<file path="src/rtl/fir_pkg.sv">
// Shared types and constants for the 9-tap FIR coefficient configurator.
package fir_pkg;

    localparam int ORDER      = 8;
    localparam int DATA_WIDTH = 13;

    typedef logic signed [DATA_WIDTH-1:0] coef_t;
    typedef coef_t [0:ORDER]              coef_bank_t;

    typedef enum logic {
        IDLE    = 1'b0,
        PENDING = 1'b1
    } ctrl_state_t;

endpackage

</file>
<file path="src/rtl/fir_coef_ctrl_if.sv">
// Host-side configuration bus: shadow write port, commit strobe and status flags.
interface fir_coef_ctrl_if
    import fir_pkg::*;
    ();

    logic       CFG_WE;
    logic [3:0] CFG_ADDR;
    coef_t      CFG_DATA;
    logic       CFG_COMMIT;
    logic       BUSY;
    logic       SWAP_DONE;
    logic       FORCED;
    logic       WR_ERR;

    modport master (
        output CFG_WE, CFG_ADDR, CFG_DATA, CFG_COMMIT,
        input  BUSY, SWAP_DONE, FORCED, WR_ERR
    );

    modport slave (
        input  CFG_WE, CFG_ADDR, CFG_DATA, CFG_COMMIT,
        output BUSY, SWAP_DONE, FORCED, WR_ERR
    );

endinterface

</file>
<file path="src/rtl/fir_drain_mon.sv">
// Tracks consecutive idle samples and total wait time while a commit is pending.
module fir_drain_mon #(
    parameter int DRAIN_CYCLES = 2,
    parameter int MAX_WAIT     = 64
) (
    input  logic clk,
    input  logic rst_n,
    input  logic clear_i,
    input  logic enable_i,
    input  logic vin_i,
    output logic drained_o,
    output logic timeout_o
);

    localparam int CW = $clog2(MAX_WAIT + 1);
    localparam logic [CW-1:0] IDLE_MAX  = CW'(DRAIN_CYCLES);
    localparam logic [CW-1:0] IDLE_LAST = CW'(DRAIN_CYCLES - 1);
    localparam logic [CW-1:0] WAIT_LAST = CW'(MAX_WAIT - 1);

    logic [CW-1:0] idle_q, idle_d;
    logic [CW-1:0] wait_q, wait_d;

    always_comb begin
        idle_d = idle_q;
        wait_d = wait_q;
        if (clear_i) begin
            idle_d = '0;
            wait_d = '0;
        end else if (enable_i) begin
            wait_d = wait_q + CW'(1);
            if (vin_i)
                idle_d = '0;
            else if (idle_q != IDLE_MAX)
                idle_d = idle_q + CW'(1);
        end
    end

    // Conditions look at the pre-edge counts so the swap lands on the qualifying edge.
    assign drained_o = enable_i && !vin_i && (idle_q == IDLE_LAST);
    assign timeout_o = enable_i && (wait_q == WAIT_LAST);

    always_ff @(posedge clk or negedge rst_n) begin
        if (!rst_n) begin
            idle_q <= '0;
            wait_q <= '0;
        end else begin
            idle_q <= idle_d;
            wait_q <= wait_d;
        end
    end

endmodule

</file>
<file path="src/rtl/fir_coef_ctrl.sv">
// Shadow/active coefficient banks with a drain-qualified atomic swap for the FIR.
module fir_coef_ctrl
    import fir_pkg::*;
#(
    parameter int DRAIN_CYCLES = 2,
    parameter int MAX_WAIT     = 64
) (
    input  logic            CLK,
    input  logic            RST_n,
    fir_coef_ctrl_if.slave  cfg,
    input  logic            VIN,
    output coef_t           H0,
    output coef_t           H1,
    output coef_t           H2,
    output coef_t           H3,
    output coef_t           H4,
    output coef_t           H5,
    output coef_t           H6,
    output coef_t           H7,
    output coef_t           H8
);

    localparam logic [3:0] MAX_ADDR = 4'(ORDER);

    ctrl_state_t state_q, state_d;
    coef_bank_t  shadow_q;
    coef_bank_t  active_q;
    logic        swap_d, swap_done_q;
    logic        forced_d, forced_q;
    logic        wr_err_q;
    logic        mon_clear, mon_en;
    logic        drained, timeout;
    logic        wr_ok, wr_bad;

    fir_drain_mon #(
        .DRAIN_CYCLES (DRAIN_CYCLES),
        .MAX_WAIT     (MAX_WAIT)
    ) u_drain_mon (
        .clk       (CLK),
        .rst_n     (RST_n),
        .clear_i   (mon_clear),
        .enable_i  (mon_en),
        .vin_i     (VIN),
        .drained_o (drained),
        .timeout_o (timeout)
    );

    assign wr_ok  = cfg.CFG_WE && (state_q == IDLE) && (cfg.CFG_ADDR <= MAX_ADDR);
    assign wr_bad = cfg.CFG_WE && ((state_q == PENDING) || (cfg.CFG_ADDR > MAX_ADDR));

    always_comb begin
        state_d   = state_q;
        swap_d    = 1'b0;
        forced_d  = 1'b0;
        mon_clear = 1'b0;
        mon_en    = 1'b0;
        case (state_q)
            IDLE: begin
                if (cfg.CFG_COMMIT) begin
                    state_d   = PENDING;
                    mon_clear = 1'b1;
                end
            end
            PENDING: begin
                mon_en = 1'b1;
                if (drained || timeout) begin
                    swap_d   = 1'b1;
                    state_d  = IDLE;
                    // A simultaneous drain counts as a clean swap.
                    forced_d = timeout && !drained;
                end
            end
            default: state_d = IDLE;
        endcase
    end

    // Writes only happen in IDLE and swaps only in PENDING, so the banks never race.
    always_ff @(posedge CLK or negedge RST_n) begin
        if (!RST_n) begin
            state_q     <= IDLE;
            shadow_q    <= '0;
            active_q    <= '0;
            swap_done_q <= 1'b0;
            forced_q    <= 1'b0;
            wr_err_q    <= 1'b0;
        end else begin
            state_q     <= state_d;
            swap_done_q <= swap_d;
            forced_q    <= forced_d;
            if (wr_bad)
                wr_err_q <= 1'b1;
            if (wr_ok)
                shadow_q[cfg.CFG_ADDR] <= cfg.CFG_DATA;
            if (swap_d)
                active_q <= shadow_q;
        end
    end

    assign cfg.BUSY      = (state_q == PENDING);
    assign cfg.SWAP_DONE = swap_done_q;
    assign cfg.FORCED    = forced_q;
    assign cfg.WR_ERR    = wr_err_q;

    assign H0 = active_q[0];
    assign H1 = active_q[1];
    assign H2 = active_q[2];
    assign H3 = active_q[3];
    assign H4 = active_q[4];
    assign H5 = active_q[5];
    assign H6 = active_q[6];
    assign H7 = active_q[7];
    assign H8 = active_q[8];

endmodule

</file>
<file path="src/flat_wrapper.sv">
// flat-port wrapper written by rule: the top's interface ports become plain ports
module fir_coef_ctrl_flat import fir_pkg::*;
#(
    parameter int DRAIN_CYCLES = 2,
    parameter int MAX_WAIT     = 64
)
  (CLK, RST_n, VIN, H0, H1, H2, H3, H4, H5, H6, H7, H8, cfg_CFG_WE, cfg_CFG_ADDR, cfg_CFG_DATA, cfg_CFG_COMMIT, cfg_BUSY, cfg_SWAP_DONE, cfg_FORCED, cfg_WR_ERR);
  fir_coef_ctrl_if cfg_i ();
  input  logic CLK;
  input  logic RST_n;
  input  logic VIN;
  output coef_t H0;
  output coef_t H1;
  output coef_t H2;
  output coef_t H3;
  output coef_t H4;
  output coef_t H5;
  output coef_t H6;
  output coef_t H7;
  output coef_t H8;
  input wire logic [$bits(cfg_i.CFG_WE)-1:0] cfg_CFG_WE;
  input wire logic [$bits(cfg_i.CFG_ADDR)-1:0] cfg_CFG_ADDR;
  input wire logic [$bits(cfg_i.CFG_DATA)-1:0] cfg_CFG_DATA;
  input wire logic [$bits(cfg_i.CFG_COMMIT)-1:0] cfg_CFG_COMMIT;
  output wire logic [$bits(cfg_i.BUSY)-1:0] cfg_BUSY;
  output wire logic [$bits(cfg_i.SWAP_DONE)-1:0] cfg_SWAP_DONE;
  output wire logic [$bits(cfg_i.FORCED)-1:0] cfg_FORCED;
  output wire logic [$bits(cfg_i.WR_ERR)-1:0] cfg_WR_ERR;
  assign cfg_i.CFG_WE = cfg_CFG_WE;
  assign cfg_i.CFG_ADDR = cfg_CFG_ADDR;
  assign cfg_i.CFG_DATA = cfg_CFG_DATA;
  assign cfg_i.CFG_COMMIT = cfg_CFG_COMMIT;
  assign cfg_BUSY = cfg_i.BUSY;
  assign cfg_SWAP_DONE = cfg_i.SWAP_DONE;
  assign cfg_FORCED = cfg_i.FORCED;
  assign cfg_WR_ERR = cfg_i.WR_ERR;
  fir_coef_ctrl #(.DRAIN_CYCLES(DRAIN_CYCLES), .MAX_WAIT(MAX_WAIT)) u_core (.CLK(CLK), .RST_n(RST_n), .cfg(cfg_i), .VIN(VIN), .H0(H0), .H1(H1), .H2(H2), .H3(H3), .H4(H4), .H5(H5), .H6(H6), .H7(H7), .H8(H8));
endmodule
</file>
<file path="config.mk">
export PLATFORM = sky130hd
export DESIGN_NAME = fir_coef_ctrl_flat
export DESIGN_NICKNAME = d
export VERILOG_FILES = /design/src/rtl/fir_pkg.sv /design/src/rtl/fir_coef_ctrl_if.sv /design/src/rtl/fir_drain_mon.sv /design/src/rtl/fir_coef_ctrl.sv /design/src/flat_wrapper.sv
export SDC_FILE = /design/constraint.sdc
export NUM_CORES = 1
export LEC_CHECK = 0
export ABC_AREA = 1
export BUFFER_PORTS_ARGS = -buffer_cell sky130_fd_sc_hd__buf_2
export CAP_MARGIN = 20
export CORE_UTILIZATION = 30
export CTS_CLUSTER_SIZE = 25
export DETAILED_ROUTE_END_ITERATION = 6
export GPL_ROUTABILITY_DRIVEN = 0
export PLACE_DENSITY = 0.49
export SLEW_MARGIN = 30
export SYNTH_ARGS = -nofsm -noshare
export SYNTH_HDL_FRONTEND = slang
export SYNTH_HIERARCHICAL = 1
export SYNTH_SLANG_ARGS = --single-unit
</file>
<file path="constraint.sdc">
create_clock -name CLK -period 1.85 [get_ports CLK]
set_input_delay 0.185 -clock CLK [delete_from_list [all_inputs] [get_ports CLK]]
set_output_delay 0.185 -clock CLK [all_outputs]
set_load 0.02 [all_outputs]
</file>
Word-level counts from Yosys, hierarchy flattened. Cells that the tools add are included.

Flip-flop bits (word level): 252. Latch bits: 0. RAM bits: 0. Bits in read-only memories: 0. Input port bits: 22. Word-level logic and storage cells: 68. Memories: 0.

Add/sub/neg operators: 2. Multipliers: 0. Div/mod/pow operators: 0. $lt $le $gt $ge: 4. Eq/ne operators: 3. Shift operators: 0. Multiplexer cells: 18. Bitwise logic cells: 2. Reduce and logical (&&, ||, !) cells: 15.

Operators by type and width (number): $bwmux W117 (1); $demux W13 S4 (1); $mux W7 (6); $add A7 B1 Y7 const B (2); $mux W13 (1); $logic_and A1 B1 Y1 (8); $mux W1 (8); $eq A7 B1 Y1 const B (1); $eq A7 B6 Y1 const B (1); $ne A7 B2 Y1 const B (1); $ge A5 B5 Y1 const B (1); $lt A5 B1 Y1 const B (1); $not A4 Y5 (1); $gt A4 B4 Y1 const B (1); $le A4 B4 Y1 const B (1); $reduce_bool A3 Y1 (1); $logic_not A1 Y1 (2); $logic_or A1 B1 Y1 (2); $pmux W1 S2 (1); $reduce_and A2 Y1 (1); $reduce_bool A2 Y1 (1); $not A1 Y1 (1).

Depth between registers and ports, before layout. Gate-level depths: netlist (run 1).

Depth in word-level cells: 7. Gate-level depth with buffers: 11. Depth with buffers taken out: 10.

By module. The synthesis (run 1) kept the hierarchy.

Modules (own cells, without submodules): fir_coef_ctrl (times used 1, cells an instance 918, area an instance 8847.2 µm², seq. area each 5955.7 µm²); fir_drain_mon (times used 1, cells an instance 108, area an instance 848.3 µm², seq. area each 350.3 µm²).

Worst setup path after synthesis (run 1). Ideal clock, no wire load.

Path type: register to register. Start point: reg u_core.state_q, in the netlist u_core/cfg.BUSY. End point: reg u_core.active_q, in the netlist u_core/H0[0]. Setup time: 65 ps. Data arrival time: 1841 ps. Data required time: 1785 ps. Setup slack: -56 ps. Cell stages (with the launch flop): 9. Cells stage by stage: dfrtp_1 > nand3_1 > nor4_1 > o21ai_2 > inv_2 > buf_2 > buf_2 > nand2_1 > nand2_1.

Cells in the longest elaborated chain, start to end: 6. Elaborated cells on any way between the ends: 7. Those cells by class: 3 x mux; 4 x reduce/logical.

RTL lines: start, declared (line fir_coef_ctrl.sv:25) `ctrl_state_t state_q, state_d;`; start signal, assigned (line fir_coef_ctrl.sv:87) `state_q <= state_d;`; $mux W1 (line fir_coef_ctrl.sv:57) `case (state_q)`; $logic_and A1 B1 Y1 (2 in series) (line fir_drain_mon.sv:39) `assign drained_o = enable_i && !vin_i && (idle_q == IDLE_LAST);`; net u_core.drained (line fir_coef_ctrl.sv:32) `logic drained, timeout;`; $logic_or A1 B1 Y1 (line fir_coef_ctrl.sv:66) `if (drained || timeout) begin`; $mux W1 (line fir_coef_ctrl.sv:66); $mux W1 (line fir_coef_ctrl.sv:57); end signal, assigned (line fir_coef_ctrl.sv:95) `active_q <= shadow_q;`; end, declared (line fir_coef_ctrl.sv:27) `coef_bank_t active_q;`.

The timed path passes the listed nets, and every way through them passes these cells. A chain may end at the register's enable or synchronous reset.

Worst setup path in the final report (run 1).
Start point: reg u_core.u_drain_mon.wait_q[1]. End point: reg u_core.active_q, in the netlist u_core/H2[7].

Cells in the longest elaborated chain, start to end: 5.

RTL lines: start, declared (line fir_drain_mon.sv:21) `logic [CW-1:0] wait_q, wait_d;`; start signal, assigned (line fir_drain_mon.sv:48) `wait_q <= wait_d;`; $eq A7 B6 Y1 (line fir_drain_mon.sv:40) `assign timeout_o = enable_i && (wait_q == WAIT_LAST);`; $logic_and A1 B1 Y1 (line fir_drain_mon.sv:40); net u_core.timeout (line fir_coef_ctrl.sv:32); $logic_or A1 B1 Y1 (line fir_coef_ctrl.sv:66); $mux W1 (line fir_coef_ctrl.sv:66); $mux W1 (line fir_coef_ctrl.sv:57).

The timed path passes the listed nets, and every way through them passes these cells.

==> results.md, run 1 <==
* Final hold vios at 0
* PD cells at 1720 nW/um^2
* Synth unique cells at 29
* R2R Setup Slk at 0.008 ns
* P&R area growth vs syn at 27.1%
* CP Data Required Time at 2.26 ns
* Switching share of power at 0.369
* F_max at 0.543 GHz
* Lkg Pwr at 6.80 nW
* Nets@finish at 1228
* First-pass GRT wire length at 41.6 mm
* Commonest non-fill, non-tap cell in the layout: nand2_1
* Setup TNS at 0 ns
* Worst EP arrival at 2.26 ns
* Gate power share at 0.327
* Largest family of logic cells by synthesized area: simple AND/OR/NAND/NOR gates
* Worst-path clk slew at 0.06 ns
* Setup CP Type: flop to flop
* Seq cells post-synth at 252
* Power Internal at 13.4 mW
* CP top delay family: buffers and inverters
* Setup crit end kind: flop
* Hold Path Origin: VIN
* Clock root cell: clkbuf_16
* Final Instance Count excl. Fillers at 1623
* Worst min-delay path category: primary input to flop
* Sequential share of power at 0.424
* Grt met3 use at 0.0225
* Post-synthesis mux area share at 0
* Worst path max stage delay at 0.38 ns
* Crit path cell chain: ha_2, nand3_2, nor3_4, nand3_2, inv_2, o21ai_4, buf_12, buf_12, clkbuf_16, nand2_1, nand2_1
* Syn_nets at 1052
* Vias in the first global route at 7234
* Minimum clock period at 1.84 ns
* Initial antenna violation count at 0
* Die Y at 182 um
* Die W at 182 um
* XOR/XNOR Fraction of Synth Area at 0.00181
* Mapped cell area at 9700 sq um
* Period Utilization, post-route at 0.996
* Final wirelength at 28.4 mm
* IO Port Bufs at 142
* Most frequent cells in the layout: nand2_1, dfrtp_1, buf_2
* Gate count of the mapped netlist at 1026
* Endpoints failing setup at 0
* Boundary pin count at 143
* Startpoint types: flop
* Ant diodes at 0
* Largest cells by area after synthesis: dfrtp_1, nand2_1, o21ai_1
* Hold depth at 4
* FF-to-FF path depth at 11
* Share of layout cells above drive strength 1 at 0.223
* Top Usage Layer GRT: met2
* Synth top area share at 0.650
* Initial cell density of the core at 0.306
* Residual DRC at 0
* Multi-input gate area at 3060 sq um
* Max H-tree Level at 1
* Overflow after GRT at 0
* Slew margin rel. at 0.519
* Setup slack at placement at -0.00513 ns
* Clock Sinks at 252
* Syn Area/Cell at 9.45 sq um
* Layout Skew at 0.0125 ns
* Hold endpoint: u_core/u_drain_mon/idle_q[3]
* Remaining antenna violation count after routing at 0
* Worst IR Drop VDD at 0.000802 V
* Register area at 6310 sq um
* Max FO, Critical Path at 7
* Via count at 7368
* Yosys warns at 6
* Synth Area in Adders at 0.00516
* Status: complete, no violations
* Cell taking the most area after synthesis: dfrtp_1
* Core area at 31600 sq um
* Compound-Gate Fraction of Synth Area at 0.0692
* DRT iter0 DRCs at 558
* GR Util All Layers at 0.162
* Hpwl dp at 16.2 mm
* Fin worst setup slack at 0.00799 ns
* Min Hold Slack at 0.00513 ns
* Max-cap violations at 0
* RR Startpoint: u_core/u_drain_mon/wait_q[1]
* Maximum number of pins on one net before global-route repair at 81
* Finished Core Util at 0.389
* M1 GR Usage at 0.231
* Standard-cell rows at 65
* Clk network pwr share at 0.249
* CTS buffer count at 28
* Post-Synth Simple-Gate Area at 0.233
* Slew Viols, Final at 0
* CTS tree: built
* CP max-delay cell: dfrtp_1
* Later-pin clock latency in the skew report at 0.53 ns
* Full die area at 33000 sq um
* Worst path bufs/invs at 4
* DR pass1 iterations at 5
* Filler instances at 3221
* Worst-Margin Slew at 0.721 ns
* Reg-to-reg endpoint: u_core/H2[7]
* Placed Cells at 1553
* Worst-case clock buffer depth at 3
* Part of the Yosys area used for sequential elements at 0.650
* M2 GR Usage at 0.261
* Sw Pwr at 7.83 mW
* Drt via density at 4.54
* Post-DR wirelength/cell at 17.5 um
==> area by class of cell <==
type                            instances  share of cell area
Clock buffer                           45              0.0687
Tap cell                              402              0.0408
Clock inverter                          4             0.00183
Multi-Input combinational cell        691               0.249
Inverter                               39              0.0140
Timing Repair Buffer                  190               0.114
Sequential cell                       252               0.512
==> synth_stat cells (all sizes together) <==
| library cell | count |
|---|---|
| inv | 37 |
| buf | 37 |
| o21ai | 124 |
| clkbuf | 7 |
| nand2 | 516 |
| ha | 4 |
| nand3 | 9 |
| xor2 | 2 |
| bufinv | 1 |
| nand4 | 3 |
| o21bai | 1 |
| nor3 | 4 |
| or2 | 1 |
| dfrtp | 252 |
| nor4 | 1 |
| clkinv | 1 |
| a21oi | 7 |
| nor2 | 19 |
==> metal layers <==
| metal | wire length, um | part of all wire |
|---|---|---|
| met1 | 13700 | 0.48 |
| met2 | 13200 | 0.46 |
| met3 | 1040 | 0.037 |
| met4 | 444 | 0.016 |
| met5 | 0 | 0 |
==> how the worst max path moves through the flow <==
stage / slack, ns / cells after the start / end / start
detailed placement: -0.005 / 10 / u_core/H4[6] / u_core/u_drain_mon/idle_q[1]
global placement: 0.005 / 10 / u_core/H4[4] / u_core/u_drain_mon/idle_q[1]
global route: -0.03 / 11 / u_core/H2[1] / u_core/u_drain_mon/wait_q[1]
floorplan: 0.05 / 10 / u_core/H0[0] / u_core/u_drain_mon/idle_q[1]
CTS: -0.01 / 9 / u_core/H3[9] / u_core/u_drain_mon/idle_q[1]
finish: 0.008 / 11 / u_core/H2[7] / u_core/u_drain_mon/wait_q[1]
==> worst reg2reg max path, stage by stage (launching register included) <==
cell and delay (ns):
dfrtp_1 0.38, ha_2 0.20, nand3_2 0.10, nor3_4 0.17, nand3_2 0.10, inv_2 0.09
o21ai_4 0.09, buf_12 0.15, buf_12 0.15, clkbuf_16 0.19, nand2_1 0.07, nand2_1 0.05
==> kinds of logic after synthesis <==
logic type | Yosys count
AO/OA/AOI/OAI | 132
AND/OR/NAND/NOR | 553
adder cells (fa/ha/maj) | 4
buffers and inverters | 83
flip-flops | 252
XOR/XNOR | 2
==> repair_timing <==
action                     in CTS  in global routing
gates cloned                    0                 11
hold endpoints to repair       80                  0
setup buffers                   0                  6
setup endpoints to repair      43                116
hold buffers                    4                  0
gates resized for setup         1                 29
pin swaps                       0                  2
==> per-stage QoR <==
| step | total power [mW] | area, sq um |
|---|---|---|
| floorplan | 12.8 | 9700 |
| global placement | 15.3 | 11000 |
| detailed placement | 15.4 | 11000 |
| CTS | 20.8 | 11900 |
| global route | 22.6 | 12300 |
| finish | 21.2 | 12300 |
==> sequential cells by signal, summed over array words and instances, names as in the netlist <==
| signal | flops |
|---|---|
| u_core/u_drain_mon/wait_q | 7 |
| u_core/H2 | 13 |
| u_core/cfg.BUSY | 1 |
| u_core/cfg.FORCED | 1 |
| u_core/shadow_q | 117 |
| u_core/H4 | 13 |
| u_core/H8 | 13 |
| u_core/H0 | 13 |
| u_core/cfg.SWAP_DONE | 1 |
| u_core/u_drain_mon/idle_q | 7 |
| u_core/H1 | 13 |
| u_core/H7 | 13 |
| u_core/cfg.WR_ERR | 1 |
| u_core/H6 | 13 |
| u_core/H3 | 13 |
| u_core/H5 | 13 |
==> power by group through the flow <==
stage                     sequential [mW]  combinational, mW  clock [mW]
after floorplan                      10.2               2.64           0
after global placement               9.07               6.24           0
after detailed placement             9.06               6.37           0
after CTS                            9.00               6.41        5.43
after global routing                 9.26               7.70        5.63
final                                9.00               6.95        5.28
Note: power is estimated with default switching activity, not from simulation.
==> inputs of run 2 (changes only) <==
BUFFER_PORTS_ARGS = default   (was -buffer_cell sky130_fd_sc_hd__buf_2)
DONT_BUFFER_PORTS = 1   (was default)
PLACE_DENSITY = 0.45   (was 0.49)
SETUP_SLACK_MARGIN = 0.4   (was default)
==> run 2 against run 1 <==
Against the previous run:
- the flow now finishes with violations (negative hold slack)
- count of clock-buffer cells in the layout is 5 lower
- critical path depth is 1 higher
- highest routed layer unchanged
- wire length is 2.4% higher
- critical path type unchanged
- die area stayed put
- largest cell class unchanged
- hold slack worse by 0.64 ns
- non-clock buffer count is 135 lower
- sequential cell count stayed put
- via count is 5.0% lower
- fmax is 6.9% higher
- power is 2.4% lower
==> results.md, run 2 (synthesis gave the netlist of run 1 again) <==
* Vias in the first global route at 6608 (-8.7%)
* Worst IR Drop VDD at 0.000710 V (-11%)
* Startpoint types: flop
* P&R area growth vs syn at 27.8%
* CTS tree: built
* Most frequent cells in the layout: nand2_1, dfrtp_1, o21ai_1
* Placed cell areas at 10200 sq um (-7.5%)
* Max-cap violations at 0 (unchanged)
* Number of flip-flops under the largest register name at 117 (unchanged)
* Final hold vios at 252 (+252)
* Unrepaired setup endpoints after global routing: true
* Slew margin rel. at 0.173 (-0.346)
* Filler instances at 3113 (-3.4%)
* PD cells at 1670 nW/um^2 (-3.0%)
* Worst-path clk slew at 0.06 ns (about the same)
* Nets@finish at 1108 (-9.8%)
* Share of layout cells above drive strength 1 at 0.218 (-0.00510)
* Lkg Pwr at 6.16 nW (-9.3%)
* Period Utilization, post-route at 0.931 (-0.0646)
* Setup slack at placement at 0.122 ns (+0.128 ns)
* Reg with most FFs: u_core/shadow_q
* Slew Viols, Final at 0 (unchanged)
* Commonest non-fill, non-tap cell in the layout: nand2_1
* Ant diodes at 0 (unchanged)
* Via count at 7003 (-5.0%)
* Final wirelength at 29.1 mm (+2.4%)
* Total chip power at 20.7 mW (-2.4%)
* Standard-cell rows at 65 (unchanged)
* F_max at 0.581 GHz (+6.9%)
* Post-DR wirelength/cell at 19.4 um (+11%)
* Min Hold Slack at -0.632 ns (-0.637 ns)
* DRT iter0 DRCs at 356 (-36%)
* Initial cell density of the core at 0.306 (unchanged)
* Later-pin clock latency in the skew report at 0.56 ns (+0.03 ns)
* First-pass GRT wire length at 41.0 mm (-1.3%)
* IO Port Bufs at 0 (-100%)
* Worst-case clock buffer depth at 3 (unchanged)
* Worst-Margin Slew at 1.24 ns (+0.518 ns)
* Worst min-delay path category: primary input to asynchronous set/reset pin
* Drt via density at 4.67 (+2.8%)
* Boundary pin count at 143 (unchanged)
* Max FO, Critical Path at 8 (+1)
* Worst EP arrival at 2.16 ns (-0.10 ns)
* Failing checks: negative hold slack
* Minimum clock period at 1.72 ns (-0.119 ns)
* GR Util All Layers at 0.163 (+0.00150)
* Hpwl dp at 15.0 mm (-7.7%)
* Fin worst setup slack at 0.127 ns (+0.119 ns)
* Die W at 182 um (unchanged)
* Post-route cell area at 12400 sq um (+0.56%)
* Clock Sinks at 252 (unchanged)
* Core area at 31600 sq um (unchanged)
* Max H-tree Level at 1 (unchanged)
* CP Data Required Time at 2.29 ns (+0.03 ns)
* Initial antenna violation count at 0 (unchanged)
* CTS buffer count at 29 (+3.6%)
* Endpoints failing setup at 0 (unchanged)
* Full die area at 33000 sq um (unchanged)
* Setup crit end kind: flop
* Die Y at 182 um (unchanged)
* Hold Buf Count CTS at 4 (unchanged)
* DR pass1 iterations at 5 (unchanged)
* Setup CP Type: flop to flop
* Overflow after GRT at 0 (unchanged)
* Remaining antenna violation count after routing at 0 (unchanged)
* Clock root cell: clkbuf_16
* Status: complete, but fails checks
* Layout Skew at 0.0298 ns (+0.0173 ns)
* Maximum number of pins on one net before global-route repair at 253 (+210%)
* Residual DRC at 0 (unchanged)
==> run 2: repair_timing <==
item / in CTS / in global routing
gates resized for setup: 13 / 148
buffers inserted: 10 / 18
pin swaps: 0 / 37
cloned: 6 / 14
endpoints found under the hold margin: 259 / 252
endpoints found under the setup margin: 118 / 229
==> run 2: final cells by class <==
| type | count | area (sq um) | share of cell area |
|---|---|---|---|
| timing repair buffer | 55 | 790 | 0.0637 |
| inverter | 39 | 184 | 0.0148 |
| tap | 402 | 503 | 0.0406 |
| sequential | 252 | 6310 | 0.509 |
| multi-input combinational | 705 | 3700 | 0.298 |
| clock inverter | 7 | 88.8 | 0.00717 |
| clock buffer | 40 | 817 | 0.0660 |
==> run 2: per-stage QoR <==
stage	utilization	hold slack, ns	std cells	TNS [ns]
after CTS	0.362	-0.674	1468	0
after floorplan	-	-0.111	1026	0
after global placement	0.322	-0.0917	1401	0
after global routing	0.392	-0.657	1500	-0.00717
after detailed placement	0.322	-0.0923	1401	0
final	0.392	-0.632	1500	0
==> run 2: worst paths after layout <==
check / slack (ns) / startpoint / endpoint / cells past startpoint
hold reg to reg: 0.47 / u_core/shadow_q[49] / u_core/H5[10] / 2
max in group asynchronous: 1.81 / RST_n / u_core/u_drain_mon/idle_q[2] / 0
setup reg to reg: 0.13 / u_core/u_drain_mon/wait_q[1] / u_core/H5[12] / 12
hold / removal: -0.63 / RST_n / u_core/shadow_q[36] / 0
setup / recovery: 0.13 / u_core/u_drain_mon/wait_q[1] / u_core/H5[12] / 12
min in group CLK: 0.02 / cfg_CFG_ADDR[0] / u_core/shadow_q[57] / 3
==> run 2: power breakdown <==
part / internal [mW] / switching (mW) / leakage [nW]
sequential: 7.67 / 3.02 / 3.42
clock: 3.32 / 2.21 / 0.449
combinational: 2.06 / 2.44 / 2.30
total: 13.0 / 7.67 / 6.16
==> run 2: layer usage <==
metal	vias to the layer above	part of all wire	GRT usage	routed length (um)
li1	3358	-	-	-
met1	3464	0.47	0.226	13500
met2	143	0.46	0.259	13500
met3	38	0.054	0.0361	1560
met4	0	0.017	0.0407	502
met5	-	0	0	0
==> run 2: critical path: stages (launching register included) <==
cell,delay (ns)
dfrtp_1,0.38
ha_2,0.19
nand3_2,0.07
nor3_2,0.04
nand3_1,0.09
inv_2,0.06
o21ai_4,0.19
buf_12,0.15
inv_16,0.06
buf_4,0.15
buf_16,0.13
nand2_1,0.05
nand2_1,0.05
==> inputs of run 3 (changes only) <==
BUFFER_PORTS_ARGS = -buffer_cell sky130_fd_sc_hd__buf_2   (was default)
DONT_BUFFER_PORTS = default   (was 1)
PLACE_DENSITY = 0.49   (was 0.45)
==> run 3 against run 2 <==
Against the previous run:
- the run now ends clean
- count of clock-buffer cells in the layout is 5 higher
- critical endpoint is now u_core/H2[0]
- wire length is 2.3% higher
- sequential share of layout area is 1.7 points lower
- clock power hardly changed
- sequential cell count stayed put
- core utilization is 1.4 points higher
==> results.md, run 3 (synthesis gave the netlist of run 1 again) <==
* Boundary pin count at 143 (unchanged)
* RR Startpoint: u_core/u_drain_mon/wait_q[1]
* Via count at 7551 (+7.8%)
* Core area at 31600 sq um (unchanged)
* Layout Skew at 0.0130 ns (-0.0168 ns)
* DRT iter0 DRCs at 561 (+58%)
* Die Y at 182 um (unchanged)
* Remaining antenna violation count after routing at 0 (unchanged)
* Worst IR Drop VDD at 0.000749 V (+5.5%)
* Finished Core Util at 0.405 (+0.0137)
* CP most frequent cell: nand2_1
* Worst setup path startpoint: u_core/u_drain_mon/wait_q[1]
* Residual DRC at 0 (unchanged)
* First-pass GRT wire length at 41.6 mm (+1.5%)
* Final Instance Count excl. Fillers at 1639 (+9.3%)
* Final wirelength at 29.7 mm (+2.3%)
* IO Port Bufs at 142 (+142)
* PD cells at 1710 nW/um^2 (+2.3%)
* Sequential share of power at 0.412 (-0.104)
* Nets@finish at 1241 (+12%)
* Vias in the first global route at 6952 (+5.2%)
* Worst-Margin Slew at 0.952 ns (-0.288 ns)
* Sw Pwr at 8.05 mW (+4.9%)
* Setup crit end kind: flop
* CP max-delay cell: dfrtp_1
* Worst min-delay path category: primary input to flop
* Minimum clock period at 1.75 ns (+0.0320 ns)
* Post-DR wirelength/cell at 18.1 um (-6.4%)
* Crit path cell chain: ha_2, nand3_4, nor3_4, nand3_2, inv_2, o21ai_4, buf_12, inv_16, clkbuf_16, nand2_1, nand2_1
* Initial antenna violation count at 0 (unchanged)
* GR Util All Layers at 0.164 (+0.000617)
* Drt via density at 4.61 (-1.3%)
* Placed Cells at 1541 (+10%)
* Standard-cell rows at 65 (unchanged)
* Power Internal at 13.9 mW (+6.4%)
* Slew Viols, Final at 0 (unchanged)
* Worst path max stage delay at 0.39 ns (about the same)
* Clock Sinks at 252 (unchanged)
* R2R Setup Slk at 0.1 ns (-0.03 ns)
* Worst-case clock buffer depth at 3 (unchanged)
* Final hold vios at 0 (-100%)
* Switching share of power at 0.367 (-0.00324)
* Setup CP Type: flop to flop
* Worst-path clk slew at 0.06 ns (about the same)
* Commonest non-fill, non-tap cell in the layout: nand2_1
* Hold Path Origin: VIN
* Filler instances at 3191 (+2.5%)
* Reg with most FFs: u_core/shadow_q
* Gate power share at 0.334 (+0.117)
* Clock root cell: clkbuf_16
* Worst EP arrival at 2.17 ns (about the same)
* Ant diodes at 0 (unchanged)
* Most frequent cells in the layout: nand2_1, dfrtp_1, buf_2
* Reg-to-reg endpoint: u_core/H2[0]
* Max FO, Critical Path at 7 (-1)
* CTS buffer count at 28 (-3.4%)
* Initial cell density of the core at 0.306 (unchanged)
* Register area at 6310 sq um (about the same)
* DR pass1 iterations at 5 (unchanged)
* P&R area growth vs syn at 32.2%
* Max-cap violations at 0 (unchanged)
* Clk network pwr share at 0.253 (-0.014)
* Period Utilization, post-route at 0.948 (+0.0173)
* Share of layout cells above drive strength 1 at 0.247 (+0.0297)
* Later-pin clock latency in the skew report at 0.54 ns (-0.02 ns)
* Die W at 182 um (unchanged)
* Lkg Pwr at 6.91 nW (+12%)
* Hpwl dp at 16.2 mm (+8.0%)
* Multi-input gate area at 3310 sq um (-11%)
* Maximum number of pins on one net before global-route repair at 71 (-72%)
* Status: complete, no violations
* CTS tree: built
* Overflow after GRT at 0 (unchanged)
* Slew margin rel. at 0.365 (+0.192)
* FF-to-FF path depth at 11 (-1)
* Full die area at 33000 sq um (unchanged)
* Unrepaired setup endpoints after global routing: true
* Crit path to: u_core/H2[0]
* Max H-tree Level at 1 (unchanged)
* Startpoint types: flop
* Number of flip-flops under the largest register name at 117 (unchanged)
* Total chip power at 21.9 mW (+5.9%)
* F_max at 0.570 GHz (-1.8%)
* Endpoints failing setup at 0 (unchanged)
* CP Data Required Time at 2.27 ns (-0.02 ns)
## run 3: changes by cell type in the layout (fill, tap and decap cells not counted), moves of 2 or more
| cell | delta |
|---|---|
| buf_4 | -3 |
| buf_6 | -5 |
| clkbuf_8 | +3 |
| nand2_8 | -10 |
| o21ai_2 | -32 |
| o21ai_1 | +32 |
| nand2_4 | -4 |
| clkbuf_16 | +9 |
| buf_16 | -2 |
| nand2_2 | -27 |
| buf_2 | +140 |
| clkbuf_1 | +2 |
| nand2_1 | +34 |
| nand3_4 | +2 |
## run 3: cell type report
cell class	instances	area share
clock inverters	7	0.00488
repair buffers	195	0.123
flip-flops and latches	252	0.492
well taps	402	0.0392
clock buffers	45	0.0675
inverters	39	0.0139
multi-input cells	698	0.258
repair inverters	1	0.00156
## run 3: per-stage QoR
| step | instance area [sq um] | hold slack (ns) | setup slack [ns] | TNS, ns |
|---|---|---|---|---|
| after detailed placement | 10900 | 0.124 | 0.0309 | 0 |
| after global routing | 12800 | 0.0808 | -0.00643 | -0.0115 |
| final | 12800 | 0.0686 | 0.0954 | 0 |
| after global placement | 10900 | 0.126 | 0.0632 | 0 |
| after CTS | 12100 | 0.0643 | 0.119 | 0 |
| after floorplan | 9760 | -0.111 | 0.220 | 0 |
## run 3: critical path, delay by kind of cell, from the launching register on
family	cells	cell delay (ns)
buffers and inverters	4	0.47
DFF	1	0.39
and+or+nand+nor	5	0.28
AOI/OAI and AO/OA	1	0.27
adders and majority gates	1	0.21
## run 3: per-layer routing
metal	global-route usage	vias up	wire (um)
met4	0.0454	0	685
met2	0.261	178	13800
met5	0	-	0
met3	0.0217	41	1110
li1	-	3608	-
met1	0.233	3724	14100
## run 3: worst min path at each step
stage | depth (start not counted) | endpoint
finish | 5 | u_core/cfg.FORCED
global route | 5 | u_core/cfg.FORCED
CTS | 5 | u_core/cfg.FORCED
detailed placement | 1 | u_core/H7[9]
global placement | 1 | u_core/H7[9]
floorplan | 0 | u_core/H0[0]
## run 3: power groups by stage
| stage | sequential (mW) | combinational (mW) | clock (mW) |
|---|---|---|---|
| after global placement | 9.08 | 6.11 | 0 |
| final | 9.05 | 7.34 | 5.55 |
| after global routing | 9.29 | 8.07 | 5.90 |
| after detailed placement | 9.08 | 6.21 | 0 |
| after CTS | 9.02 | 6.67 | 5.69 |
| after floorplan | 10.2 | 2.71 | 0 |
## run 3: repair_timing
action | CTS | global route
gates resized for setup | 24 | 52
cloned | 3 | 19
setup buffers | 8 | 11
pin swaps | 0 | 5
hold buffers | 5 | 0
hold endpoints to repair | 229 | 0
setup endpoints to repair | 140 | 243
